File: config.mk
export PLATFORM = sky130hd
export DESIGN_NAME = fpm_mul_ctrl_flat
export DESIGN_NICKNAME = d
export VERILOG_FILES = /design/src/rtl/fpm_pkg.sv /design/src/rtl/fpm_mul_ctrl_if.sv /design/src/rtl/fpm_flex_cnt.sv /design/src/rtl/fpm_mul_ctrl.sv /design/src/flat_wrapper.sv
export SDC_FILE = /design/constraint.sdc
export NUM_CORES = 1
export LEC_CHECK = 0
export CORE_MARGIN = 2
export CORE_UTILIZATION = 45
export CTS_CLUSTER_SIZE = 10
export DETAILED_ROUTE_END_ITERATION = 10
export HOLD_SLACK_MARGIN = 0.15
export MAX_ROUTING_LAYER = met4
export PLACE_DENSITY = 0.87
export SLEW_MARGIN = 0
export SYNTH_ARGS = -nofsm -noshare
export SYNTH_HDL_FRONTEND = slang
export SYNTH_SLANG_ARGS = --single-unit
export TNS_END_PERCENT = 100
File: constraint.sdc
create_clock -name clk -period 5.6 [get_ports clk]
set_clock_uncertainty 0.2 [all_clocks]
set_input_delay 1.12 -clock clk [delete_from_list [all_inputs] [get_ports clk]]
set_output_delay 1.12 -clock clk [all_outputs]
set_load 0.1 [all_outputs]
File: src/rtl/fpm_pkg.sv
// Shared definitions for the FPM mantissa-multiplier sequencer.
// Contents: controller state type, default mantissa width, legal range of
// registered reduction levels and the reduction-counter width.
package fpm_pkg;

    localparam int unsigned MANT_W_DEF     = 24;
    localparam int unsigned RED_CYCLES_MIN = 1;
    localparam int unsigned RED_CYCLES_MAX = 4;
    localparam int unsigned RED_CNT_W      = 2;

    typedef enum logic [2:0] {
        ST_IDLE,
        ST_HARD,
        ST_PPGEN,
        ST_RED,
        ST_CPA,
        ST_DONE
    } fpm_ctrl_state_t;

endpackage

File: src/rtl/fpm_mul_ctrl_if.sv
// Operand/result handshake bundle between the multiplier sequencer and its
// producer/consumer.
//   in_valid/in_ready/a_mant/b_mant : operand pair handshake
//   out_valid/out_ready/zero_res    : result handshake and zero-bypass flag
// master = producer/consumer side, slave = sequencer side.
interface fpm_mul_ctrl_if
    import fpm_pkg::*;
#(
    parameter int unsigned MANT_W = MANT_W_DEF
);

    logic              in_valid;
    logic              in_ready;
    logic [MANT_W-1:0] a_mant;
    logic [MANT_W-1:0] b_mant;
    logic              out_valid;
    logic              out_ready;
    logic              zero_res;

    modport master (
        output in_valid,
        output a_mant,
        output b_mant,
        output out_ready,
        input  in_ready,
        input  out_valid,
        input  zero_res
    );

    modport slave (
        input  in_valid,
        input  a_mant,
        input  b_mant,
        input  out_ready,
        output in_ready,
        output out_valid,
        output zero_res
    );

endinterface

File: src/rtl/fpm_flex_cnt.sv
// Clearable, enabled rollover counter. Counts up while count_en_i is high and
// wraps to zero after reaching rollover_val_i. clear_i has priority.
//   clk, n_rst       : clock, asynchronous active-low reset
//   clear_i          : synchronous clear
//   count_en_i       : advance the count
//   rollover_val_i   : terminal count value
//   count_o          : current count
//   rollover_flag_o  : count is at the terminal value
module fpm_flex_cnt #(
    parameter int unsigned CNT_W = 2
) (
    input  logic             clk,
    input  logic             n_rst,
    input  logic             clear_i,
    input  logic             count_en_i,
    input  logic [CNT_W-1:0] rollover_val_i,
    output logic [CNT_W-1:0] count_o,
    output logic             rollover_flag_o
);

    logic [CNT_W-1:0] count_q;
    logic [CNT_W-1:0] count_d;

    always_comb begin
        count_d = count_q;
        if (clear_i) begin
            count_d = '0;
        end else if (count_en_i) begin
            if (count_q == rollover_val_i) begin
                count_d = '0;
            end else begin
                count_d = count_q + 1'b1;
            end
        end
    end

    always_ff @(posedge clk or negedge n_rst) begin
        if (!n_rst) begin
            count_q <= '0;
        end else begin
            count_q <= count_d;
        end
    end

    assign count_o         = count_q;
    assign rollover_flag_o = (count_q == rollover_val_i);

endmodule

File: src/rtl/fpm_mul_ctrl.sv
// Sequencer for the radix-8 Booth mantissa multiplier. Latches one operand
// pair per valid/ready accept, then steps the shared datapath through
// HARD (3X multiple) -> PPGEN (PP gen + first reduction) -> RED (remaining
// reduction levels) -> CPA -> DONE. Zero operands jump straight to DONE.
//   clk, n_rst         : clock, asynchronous active-low reset
//   bus (slave)        : operand / result handshake
//   flush              : synchronous abort, highest priority
//   op_a, op_b         : latched operands for the datapath
//   en_3x/en_pp/en_red/en_cpa : per-phase datapath enables
//   red_stage          : active reduction level while in RED
//   busy               : controller not idle
//   op_count           : completed-result counter (wraps)
module fpm_mul_ctrl
    import fpm_pkg::*;
#(
    parameter int unsigned RED_CYCLES = 2,
    parameter int unsigned MANT_W     = MANT_W_DEF
) (
    input  logic                 clk,
    input  logic                 n_rst,
    fpm_mul_ctrl_if.slave        bus,
    input  logic                 flush,
    output logic [MANT_W-1:0]    op_a,
    output logic [MANT_W-1:0]    op_b,
    output logic                 en_3x,
    output logic                 en_pp,
    output logic                 en_red,
    output logic [RED_CNT_W-1:0] red_stage,
    output logic                 en_cpa,
    output logic                 busy,
    output logic [15:0]          op_count
);

    // Out-of-range overrides are pinned to the nearest legal level count.
    localparam int unsigned RED_EFF =
        (RED_CYCLES < RED_CYCLES_MIN) ? RED_CYCLES_MIN :
        (RED_CYCLES > RED_CYCLES_MAX) ? RED_CYCLES_MAX : RED_CYCLES;
    localparam logic [RED_CNT_W-1:0] RED_LAST = RED_CNT_W'(RED_EFF - 1);

    fpm_ctrl_state_t      state_q, state_d;
    logic [MANT_W-1:0]    op_a_q, op_a_d;
    logic [MANT_W-1:0]    op_b_q, op_b_d;
    logic                 zero_q, zero_d;
    logic [15:0]          op_count_q, op_count_d;

    logic                 in_ready;
    logic                 accept;
    logic                 operand_zero;
    logic                 done_hs;
    logic [RED_CNT_W-1:0] red_cnt;
    logic                 red_last;

    fpm_flex_cnt #(
        .CNT_W (RED_CNT_W)
    ) u_red_cnt (
        .clk             (clk),
        .n_rst           (n_rst),
        .clear_i         (flush),
        .count_en_i      (state_q == ST_RED),
        .rollover_val_i  (RED_LAST),
        .count_o         (red_cnt),
        .rollover_flag_o (red_last)
    );

    // Handshake terms; in_ready is the only output combinational from inputs.
    always_comb begin
        in_ready     = !flush && ((state_q == ST_IDLE) ||
                                  ((state_q == ST_DONE) && bus.out_ready));
        accept       = bus.in_valid && in_ready;
        operand_zero = (bus.a_mant == '0) || (bus.b_mant == '0);
        done_hs      = (state_q == ST_DONE) && bus.out_ready && !flush;
    end

    // Next state and register loads.
    always_comb begin
        state_d    = state_q;
        op_a_d     = op_a_q;
        op_b_d     = op_b_q;
        zero_d     = zero_q;
        op_count_d = op_count_q;

        if (accept) begin
            op_a_d = bus.a_mant;
            op_b_d = bus.b_mant;
            zero_d = operand_zero;
        end

        if (done_hs) begin
            op_count_d = op_count_q + 16'd1;
        end

        unique case (state_q)
            ST_IDLE: begin
                if (accept) begin
                    state_d = operand_zero ? ST_DONE : ST_HARD;
                end
            end
            ST_HARD:  state_d = ST_PPGEN;
            ST_PPGEN: state_d = ST_RED;
            ST_RED: begin
                if (red_last) begin
                    state_d = ST_CPA;
                end
            end
            ST_CPA:   state_d = ST_DONE;
            ST_DONE: begin
                // Consumed result with a new accept restarts without an IDLE gap.
                if (bus.out_ready) begin
                    if (accept) begin
                        state_d = operand_zero ? ST_DONE : ST_HARD;
                    end else begin
                        state_d = ST_IDLE;
                    end
                end
            end
            default:  state_d = ST_IDLE;
        endcase

        if (flush) begin
            state_d = ST_IDLE;
        end
    end

    always_ff @(posedge clk or negedge n_rst) begin
        if (!n_rst) begin
            state_q    <= ST_IDLE;
            op_a_q     <= '0;
            op_b_q     <= '0;
            zero_q     <= 1'b0;
            op_count_q <= '0;
        end else begin
            state_q    <= state_d;
            op_a_q     <= op_a_d;
            op_b_q     <= op_b_d;
            zero_q     <= zero_d;
            op_count_q <= op_count_d;
        end
    end

    // Moore outputs decoded from the registered state.
    always_comb begin
        en_3x         = 1'b0;
        en_pp         = 1'b0;
        en_red        = 1'b0;
        en_cpa        = 1'b0;
        red_stage     = '0;
        bus.out_valid = 1'b0;
        unique case (state_q)
            ST_HARD:  en_3x = 1'b1;
            ST_PPGEN: en_pp = 1'b1;
            ST_RED: begin
                en_red    = 1'b1;
                red_stage = red_cnt;
            end
            ST_CPA:   en_cpa = 1'b1;
            ST_DONE:  bus.out_valid = 1'b1;
            default:  ;
        endcase
    end

    assign bus.in_ready = in_ready;
    assign bus.zero_res = zero_q;
    assign op_a         = op_a_q;
    assign op_b         = op_b_q;
    assign busy         = (state_q != ST_IDLE);
    assign op_count     = op_count_q;

endmodule
File: src/flat_wrapper.sv
// flat-port wrapper written by rule: the top's interface ports become plain ports
module fpm_mul_ctrl_flat import fpm_pkg::*;
#(
    parameter int unsigned RED_CYCLES = 2,
    parameter int unsigned MANT_W     = MANT_W_DEF
)
  (clk, n_rst, flush, op_a, op_b, en_3x, en_pp, en_red, red_stage, en_cpa, busy, op_count, bus_in_valid, bus_a_mant, bus_b_mant, bus_out_ready, bus_in_ready, bus_out_valid, bus_zero_res);
  fpm_mul_ctrl_if #(.MANT_W(MANT_W)) bus_i ();
  input  logic clk;
  input  logic n_rst;
  input  logic flush;
  output logic [MANT_W-1:0] op_a;
  output logic [MANT_W-1:0] op_b;
  output logic en_3x;
  output logic en_pp;
  output logic en_red;
  output logic [RED_CNT_W-1:0] red_stage;
  output logic en_cpa;
  output logic busy;
  output logic [15:0] op_count;
  input wire logic [$bits(bus_i.in_valid)-1:0] bus_in_valid;
  input wire logic [$bits(bus_i.a_mant)-1:0] bus_a_mant;
  input wire logic [$bits(bus_i.b_mant)-1:0] bus_b_mant;
  input wire logic [$bits(bus_i.out_ready)-1:0] bus_out_ready;
  output wire logic [$bits(bus_i.in_ready)-1:0] bus_in_ready;
  output wire logic [$bits(bus_i.out_valid)-1:0] bus_out_valid;
  output wire logic [$bits(bus_i.zero_res)-1:0] bus_zero_res;
  assign bus_i.in_valid = bus_in_valid;
  assign bus_i.a_mant = bus_a_mant;
  assign bus_i.b_mant = bus_b_mant;
  assign bus_i.out_ready = bus_out_ready;
  assign bus_in_ready = bus_i.in_ready;
  assign bus_out_valid = bus_i.out_valid;
  assign bus_zero_res = bus_i.zero_res;
  fpm_mul_ctrl #(.RED_CYCLES(RED_CYCLES), .MANT_W(MANT_W)) u_core (.clk(clk), .n_rst(n_rst), .bus(bus_i), .flush(flush), .op_a(op_a), .op_b(op_b), .en_3x(en_3x), .en_pp(en_pp), .en_red(en_red), .red_stage(red_stage), .en_cpa(en_cpa), .busy(busy), .op_count(op_count));
endmodule
Word-level counts from Yosys, hierarchy flattened
Cells that the tools add are included.
{"block": "word_totals", "reg_bits": 70, "input_bits": 53, "out_inout_bits": 74, "word_cells": 46}
{"block": "classes", "addsub": 2, "n_eq_ne": 9, "muxes": 16, "n_reduce_logical": 13}
{"cell": "$logic_not 24->1", "n": 2}
{"cell": "$mux 3", "n": 6}
{"cell": "$pmux 3 s6", "n": 1}
{"cell": "$add 16x1->16 const B", "n": 1}
{"cell": "$mux 2", "n": 4}
{"cell": "$eq 3x2->1 const B", "n": 2}
{"cell": "$eq 3x3->1 const B", "n": 2}
{"cell": "$ne 3x2->1 const B", "n": 2}
{"cell": "$mux 1", "n": 5}
{"cell": "$logic_and 1x1->1", "n": 4}
{"cell": "$eq 3x1->1 const B", "n": 1}
{"cell": "$logic_not 3->1", "n": 1}
{"cell": "$ne 3x3->1 const B", "n": 1}
{"cell": "$reduce_and 3->1", "n": 1}
{"cell": "$reduce_bool 3->1", "n": 1}
{"cell": "$add 2x1->2 const B", "n": 1}
{"cell": "$eq 2x1->1 const B", "n": 1}
{"cell": "$logic_or 1x1->1", "n": 2}
{"cell": "$reduce_bool 2->1", "n": 1}
{"cell": "$logic_not 1->1", "n": 1}

Logic depth before layout (Yosys ltp)
{"block": "logic_depth", "ltp_word": 9, "depth_mapped": 7, "mapped_depth_nobuf": 5}

By module
From an unflattened synthesis, not the netlist that was laid out.
{"block": "hier_totals", "cells_unflattened": 229, "area_unflattened_um2": 3056.7}
{"module": "fpm_mul_ctrl", "instances": 1, "cells_each": 215, "area_per_inst_um2": 2930.3, "seq_area_each_um2": 1701.6}
{"module": "fpm_flex_cnt", "instances": 1, "cells_each": 14, "area_per_inst_um2": 126.4, "seq_area_each_um2": 50.0}

Least setup slack after synthesis
OpenSTA, ideal clock, no wires.
{"block": "synth_timing", "path_type": "reg2out", "startpoint": "register u_core.state_q[1]", "endpoint": "output port red_stage[1]", "arrival_time_ps": 3004, "required_time_ps": 4280, "path_slack_ps": 1276, "path_stages_with_launch": 5, "path_buffers": 1, "cell_sequence": "dfrtp_1 > clkbuf_1 > nand2_1 > nor2_1 > and2_1"}
{"block": "synth_between", "elab_chain_len": 2}
{"element": "start: declaration", "line": "fpm_mul_ctrl.sv:40", "rtl": "fpm_ctrl_state_t state_q, state_d;"}
{"element": "start signal: assignment", "line": "fpm_mul_ctrl.sv:132", "rtl": "state_q <= state_d;"}
{"element": "$eq 3x2->1", "line": "fpm_mul_ctrl.sv:148", "rtl": "unique case (state_q)"}
{"element": "$mux 2", "line": "fpm_mul_ctrl.sv:148"}
{"element": "end: declaration", "line": "flat_wrapper.sv:17", "rtl": "output logic [RED_CNT_W-1:0] red_stage;"}
Every way passes these cells.

Worst setup path after layout
Same ends and word-level chain as after synthesis.

==> results.yml <==
run_status:
  run_status: "complete, no violations"
place:
  dpl.cell_count: 414
  place_congestion: 0.761
  place.port_buffers: 126
  hpwl_um: 5290
  post_dp_cell_area_um2: 4270
clock_network:
  cts_setup_buffers: 0
  clock_edge_transition_at_the_registers_on_the_reported_setup_and_hold_paths_ns: 0.07
  cts-buffers-inserted: 9
  ctsHoldBuffers: 0
  cts_repair_resize_count: 0
  clock_latency_ns: 0.34
  max-clock-path-buffers: 2
  cts_root_buf: "clkbuf_8"
  cts_tree: "built"
  h-tree-depth: 3
  cts.sinks: 70
hold_path:
  hold_path_class: "flip-flop to flip-flop"
critical_path:
  worst_ep_required_time_ns: 4.28
  critPathArrivalTime_ns: 2.53
  critPathTopFamily: "buffers and inverters"
  worst-setup-path-type: "flip-flop to output port"
  critPathMaxStageDelay_ns: 1.13
  cell_by_cell_trace_of_the_critical_path: "nand2_1 -> nor2_1 -> and2_1 -> clkdlybuf4s50_1"
  crit_path_start_kind: "flip-flop"
  critPathBufInv: 1
  cp_max_fo: 9
  timing.critical_path.to_type: "output port"
  slowest_stage: "clkdlybuf4s50_1"
logic_synthesis:
  netlist_instances: 218
  synth-seq-area-share: 0.588
  yosys-mux-area-fraction: 0.194
  synthFlopType: "dfrtp_1"
  avgSynthCellArea_um2: 13.7
  synth-simple-area-share: 0.117
  synth_nets: 272
  post_synthesis_compound_gate_area_fraction: 0.0227
  synth_seq_cells: 70
  synth_xor_xnor_area_share: 0.0470
  synth_edf_count: 0
  postSynth.asyncResetShare: 1.00
  synth.yosys.warnings: 0
  dominant_combinational_cell_family_by_area_after_synthesis: "multiplexers"
  synth-adder-area-share: 0.00420
  yosys.cell_types.count: 31
  post_synth_instance_area_um2: 2980
power_and_ir_drop:
  power_density_nw_per_um2: 495
  power.total_uw: 2200
  worst_ir_drop_vdd_uv: 494
  total_leakage_power_uw: 0.00188
sta:
  setup-tns-final_ns: 0
  worst_slew_pin_slew_ns: 1.09
  final-max-slew-violation-count: 0
  max_clock_freq_ghz: 0.260
  setup_viol_count_final: 0
  final_hold_viol_count: 0
  grt_setup_unrepaired: "no"
  final_min_period_over_clock_period: 0.687
  max_slew_margin: 0.276
  layout_min_cycle_time_ns: 3.85
die:
  design.portCount: 127
  num_rows: 29
  placeableCoreArea_um2: 6390
  fp.dieW_um: 85.4
  starting_density_of_the_core: 0.466
  die_y_um: 85.4
  fp.dieArea_um2: 7290
cells_and_area:
  total_nets_final: 402
  fin_cells: 429
  finish.utilization: 0.697
  num_antenna_cells: 0
  layout-drive-gt1-share: 0.199
  fill_cells: 482
  design_area_um2: 4450
  syn_to_final_growth_pct: 49.5
drt:
  drcViolationCount: 0
  postRouteAntennaNets: 0
  routed_wl_um: 7130
  routed_vias_inst: 5.21
  drt_iter0_markers: 48
  drtPass1Iterations: 4
  avgRoutedWirePerCell_um: 16.6
  routed-via-count: 2236
global_routing:
  grt_pass1_vias: 2256
  grt_overflow_total: 0
  antenna_found_initial: 0
  global_route.usage.total: 0.208
  grt_start_max_net_pins: 51
  grt_pass1_wl_um: 11300
flow_run:
  maxCapViolations: 0
-- cell usage in the layout (no fill, tap or decap), types with 3 or more instances in the layout --
| cell type | n |
|---|---|
| nand2_1 | 8 |
| nand3_1 | 12 |
| inv_1 | 3 |
| nor2_1 | 8 |
| mux2_2 | 45 |
| and4_1 | 3 |
| xnor2_1 | 13 |
| dfrtp_1 | 70 |
| nor3_1 | 3 |
| nor4_1 | 13 |
| mux2_4 | 4 |
| clkdlybuf4s50_1 | 124 |
| and2_1 | 4 |
| nand4_1 | 3 |
| xor2_1 | 3 |
| clkinv_2 | 4 |
| clkbuf_8 | 10 |
| and3_1 | 3 |
-- registers in the layout, summed over array words and instances (netlist names) --
register,cells
u_core.bus.zero_res,1
u_core.state_q,3
u_core.u_red_cnt.count_o,2
u_core.op_a,24
u_core.op_count,16
u_core.op_b,24
-- through the flow --
step                worst slack (ns)  hold WS, ns
finish                          1.75        0.279
global placement                1.87        0.259
global route                    1.62        0.305
floorplan                       1.28        0.310
detailed placement              1.85        0.267
CTS                             1.73        0.285
-- cell families (layout without fill, tap and decap cells) --
family	after synthesis	after routing
buffers and inverters	11	145
AO/OA/AOI/OAI	8	8
multiplexers	50	50
adder cells (fa/ha/maj)	1	1
AND/OR/NAND/NOR	62	62
flip-flops	70	70
XOR/XNOR	16	16
-- worst reg2reg max path: stages (launching register included) --
cell      delay, ns
dfrtp_1        0.50
or2_4          0.30
a211oi_4       0.27
nand2_4        0.42
mux2_4         0.47
-- synthesized netlist by cell type (2+ instances only) --
| cell | number | area (um^2) |
|---|---|---|
| a21oi_1 | 2 | 10.0 |
| mux2_4 | 4 | 60.1 |
| mux2_2 | 45 | 507 |
| o21ai_0 | 2 | 10.0 |
| nor2_1 | 8 | 30.0 |
| dfrtp_1 | 70 | 1750 |
| xnor2_1 | 13 | 114 |
| and2_1 | 4 | 25.0 |
| nor4_1 | 13 | 81.3 |
| nand2_1 | 8 | 30.0 |
| clkbuf_1 | 2 | 7.51 |
| nand4_1 | 3 | 18.8 |
| and4_1 | 3 | 26.3 |
| nand3_1 | 12 | 60.1 |
| and3_1 | 3 | 18.8 |
| inv_1 | 3 | 11.3 |
| buf_6 | 5 | 56.3 |
| xor2_1 | 3 | 26.3 |
| nor3_1 | 3 | 15.0 |
-- per-layer routing --
metal	vias to the layer above	share of wire	wire (um)	track usage
met4	0	0.017	119	0.0996
met3	12	0.050	360	0.0350
li1	1044	-	-	-
met2	79	0.53	3760	0.341
met1	1101	0.41	2890	0.251
met5	-	0	0	-
-- report_power, final --
group	internal, uW	switching (uW)	leakage [uW]
registers	604	50.6	0.000871
logic	284	874	0.000906
clock network	212	179	0.000102
-- area by class of cell --
type                       instances  area, um^2  area share
sequential                        70        1750       0.393
timing repair buffer             127        1260       0.283
multi-input combinational        137        1140       0.257
clock buffer                      10         138      0.0309
tap                               77        96.3      0.0216
clock inverter                     5        50.0      0.0112
inverter                           3        11.3     0.00253
-- path summary, 6_finish.rpt --
path | start | end | slack [ns] | cells after the start
max | u_core.state_q[1] | red_stage[1] | 1.75 | 4
min | u_core.bus.zero_res | u_core.bus.zero_res | 0.28 | 2
max reg2reg | u_core.state_q[2] | u_core.op_b[15] | 3.33 | 4
min reg2reg | u_core.bus.zero_res | u_core.bus.zero_res | 0.28 | 2
max in group asynchronous | n_rst | u_core.op_b[0] | 3.51 | 2
min in group asynchronous | n_rst | u_core.op_a[9] | 0.77 | 1
(Power assumes the default switching activity.)
==> RTL change, RTL diff (same settings) <==
Put a register stage on the output `en_red`, without a reset. The value now appears one clock later. The other outputs are not delayed to match.
--- a/src/rtl/fpm_mul_ctrl.sv
+++ b/src/rtl/fpm_mul_ctrl.sv
@@ -37,4 +37,6 @@
         (RED_CYCLES > RED_CYCLES_MAX) ? RED_CYCLES_MAX : RED_CYCLES;
     localparam logic [RED_CNT_W-1:0] RED_LAST = RED_CNT_W'(RED_EFF - 1);
+
+    logic en_red_d;
 
     fpm_ctrl_state_t      state_q, state_d;
@@ -142,5 +144,5 @@
         en_3x         = 1'b0;
         en_pp         = 1'b0;
-        en_red        = 1'b0;
+        en_red_d      = 1'b0;
         en_cpa        = 1'b0;
         red_stage     = '0;
@@ -150,5 +152,5 @@
             ST_PPGEN: en_pp = 1'b1;
             ST_RED: begin
-                en_red    = 1'b1;
+                en_red_d  = 1'b1;
                 red_stage = red_cnt;
             end
@@ -166,3 +168,7 @@
     assign op_count     = op_count_q;
 
+    always_ff @(posedge clk) begin
+        en_red <= en_red_d;
+    end
+
 endmodule
Behaviour: not the same (a bounded check fails within 4 cycles, from zero or initial values and one cycle with n_rst low).
==> RTL change against the unedited design <==
Sequential share of layout area rose by 0.25 points; cell area rose by 0.51%; sequential cell count is 1 higher; power up 0.61%; non-clock buffer count stayed put; setup slack better by 0.039 ns; count of clock-buffer cells in the layout grew 2; wire length is 0.81% higher; sequential power rose by 1%; area after synthesis is 0.67% higher; via count is 1.2% lower; synthesized cell count rose by 0.46%.
==> RTL change: results (changes against the unedited design) <==
** Power
- The cell leakage power is 0.00189 uW (was 0.00188 uW).
- VDD IR-drop max :: 0.425 mV (was 0.494 mV)

** Global routing
- The via count of the first global-routing pass is 2302 (was 2256).
- The total global-route track usage came to 0.213 (was 0.208).
- The pin count of the biggest net entering global routing came to 70 (was 51).
- First-pass GRT wire length :: 11700 um (was 11300 um)

** Routing
- Detailed-router iteration count before antenna repair :: 4 (unchanged)
- Total number of vias :: 2210 (was 2236)
- Total detailed-routing wirelength :: 7190 um (was 7130 um)
- The starting DRC count in detailed routing came to 44 (was 48).

** Cells and area
- The net count reported at finish is 403 (was 402).
- Number of fill cells in the layout :: 470 (was 482)
- The fraction of layout instances using a drive strength above 1 is 0.195 (was 0.199).

** Synthesis
- The portion of the post-synthesis area used by sequential elements came to 0.591 (was 0.588).
- The number of distinct standard cells referenced by the synthesized netlist was 32 (was 31).
- Adder-cell share of the synthesized area :: 0.00417 (was 0.00420)
- Number of nets in the synthesized netlist :: 273 (was 272)
- Top cells by area in the synthesized netlist: sky130_fd_sc_hd__dfrtp_1 (58%), sky130_fd_sc_hd__mux2_2 (17%), sky130_fd_sc_hd__xnor2_1 (3.8%) (was sky130_fd_sc_hd__dfrtp_1 (59%), sky130_fd_sc_hd__mux2_2 (17%), sky130_fd_sc_hd__xnor2_1 (3.8%)).
- Xor and xnor fraction of the mapped netlist area :: 0.0467 (was 0.0470)
- Mux cell area share after synthesis :: 0.192 (was 0.194)
- Compound-cell area share of the yosys netlist :: 0.0225 (was 0.0227)
- Fraction of registers with async set or reset after synthesis :: 0.986 (was 1.00)

** Timing
- Worst slew pin tran :: 1.01 ns (was 1.09 ns)
- Normalized max-slew margin :: 0.321 (was 0.276)

** Worst setup path
- The cell with the biggest individual delay on the critical path is sky130_fd_sc_hd__clkdlybuf4s50_1 (unchanged).
- The top fanout value on the critical path is 9 (unchanged).
- On the worst path, the slowest cell contributes a delay of 1.12 ns.
- Cell family with most CP delay :: buffers and inverters (unchanged)
- Signal arrival time at the worst endpoint :: 2.49 ns (was 2.53 ns)

** Placement
- The total half-perimeter wirelength after legalization and detailed placement was 5330 um (was 5290 um).
- Dpl ws :: 1.85 ns (about the same)
- Instance area after placement :: 0.00429 sq mm (was 0.00427 sq mm)
- The routability congestion estimate from global placement came to 0.778 (was 0.761).

** Outcome
- Outcome :: completed (unchanged)
[RTL change: cell types whose count changed after synthesis, sizes merged]
cell	delta
dfxtp	+1
[RTL change: worst paths after layout]
path	start	endpoint	slack [ns]	depth (start not counted)
max	u_core.state_q[1]	red_stage[1]	1.79	4
min	u_core.op_count[15]	u_core.op_count[15]	0.28	1
max reg2reg	u_core.state_q[2]	u_core.op_b[12]	3.35	4
min reg2reg	u_core.op_count[15]	u_core.op_count[15]	0.28	1
max in group asynchronous	n_rst	u_core.op_a[5]	3.82	2
min in group asynchronous	n_rst	u_core.op_a[4]	0.36	1
[RTL change: cells by family (layout without fill, tap and decap cells)]
family | count (synthesis) | in the layout
flops | 71 | 71
simple gates | 62 | 62
mux | 50 | 50
xor+xnor | 16 | 16
buf+inv | 11 | 146
compound gates | 8 | 8
fa+ha+maj | 1 | 1
[RTL change: where the power goes]
group	internal, uW	switching [uW]	leakage, uW	total, uW
logic	284	874	0.000906	1160
clock network	216	181	0.000100	398
registers	611	50.9	0.000879	662
total	1110	1110	0.00189	2220
[RTL change: area by class of cell]
cell class              count  area [sq um]  area share
well taps                  77          96.3      0.0215
clock buffers              12           145      0.0324
flip-flops and latches     71          1770       0.396
repair buffers            127          1260       0.282
clock inverters             4          45.0      0.0101
multi-input cells         137          1140       0.256
inverters                   3          11.3     0.00252
[RTL change: stage by stage]
step / util / cells
finish: 0.701 / 431
global route: 0.701 / 431
CTS: 0.701 / 431
detailed placement: 0.671 / 415
global placement: 0.671 / 415
floorplan: - / 219
[RTL change: routing by layer]
layer / up-vias / track usage / routed length [um]
li1: 1041 / - / -
met1: 1096 / 0.259 / 2960
met2: 64 / 0.351 / 3760
met3: 9 / 0.0366 / 330
met4: 0 / 0.0909 / 135
met5: - / - / 0
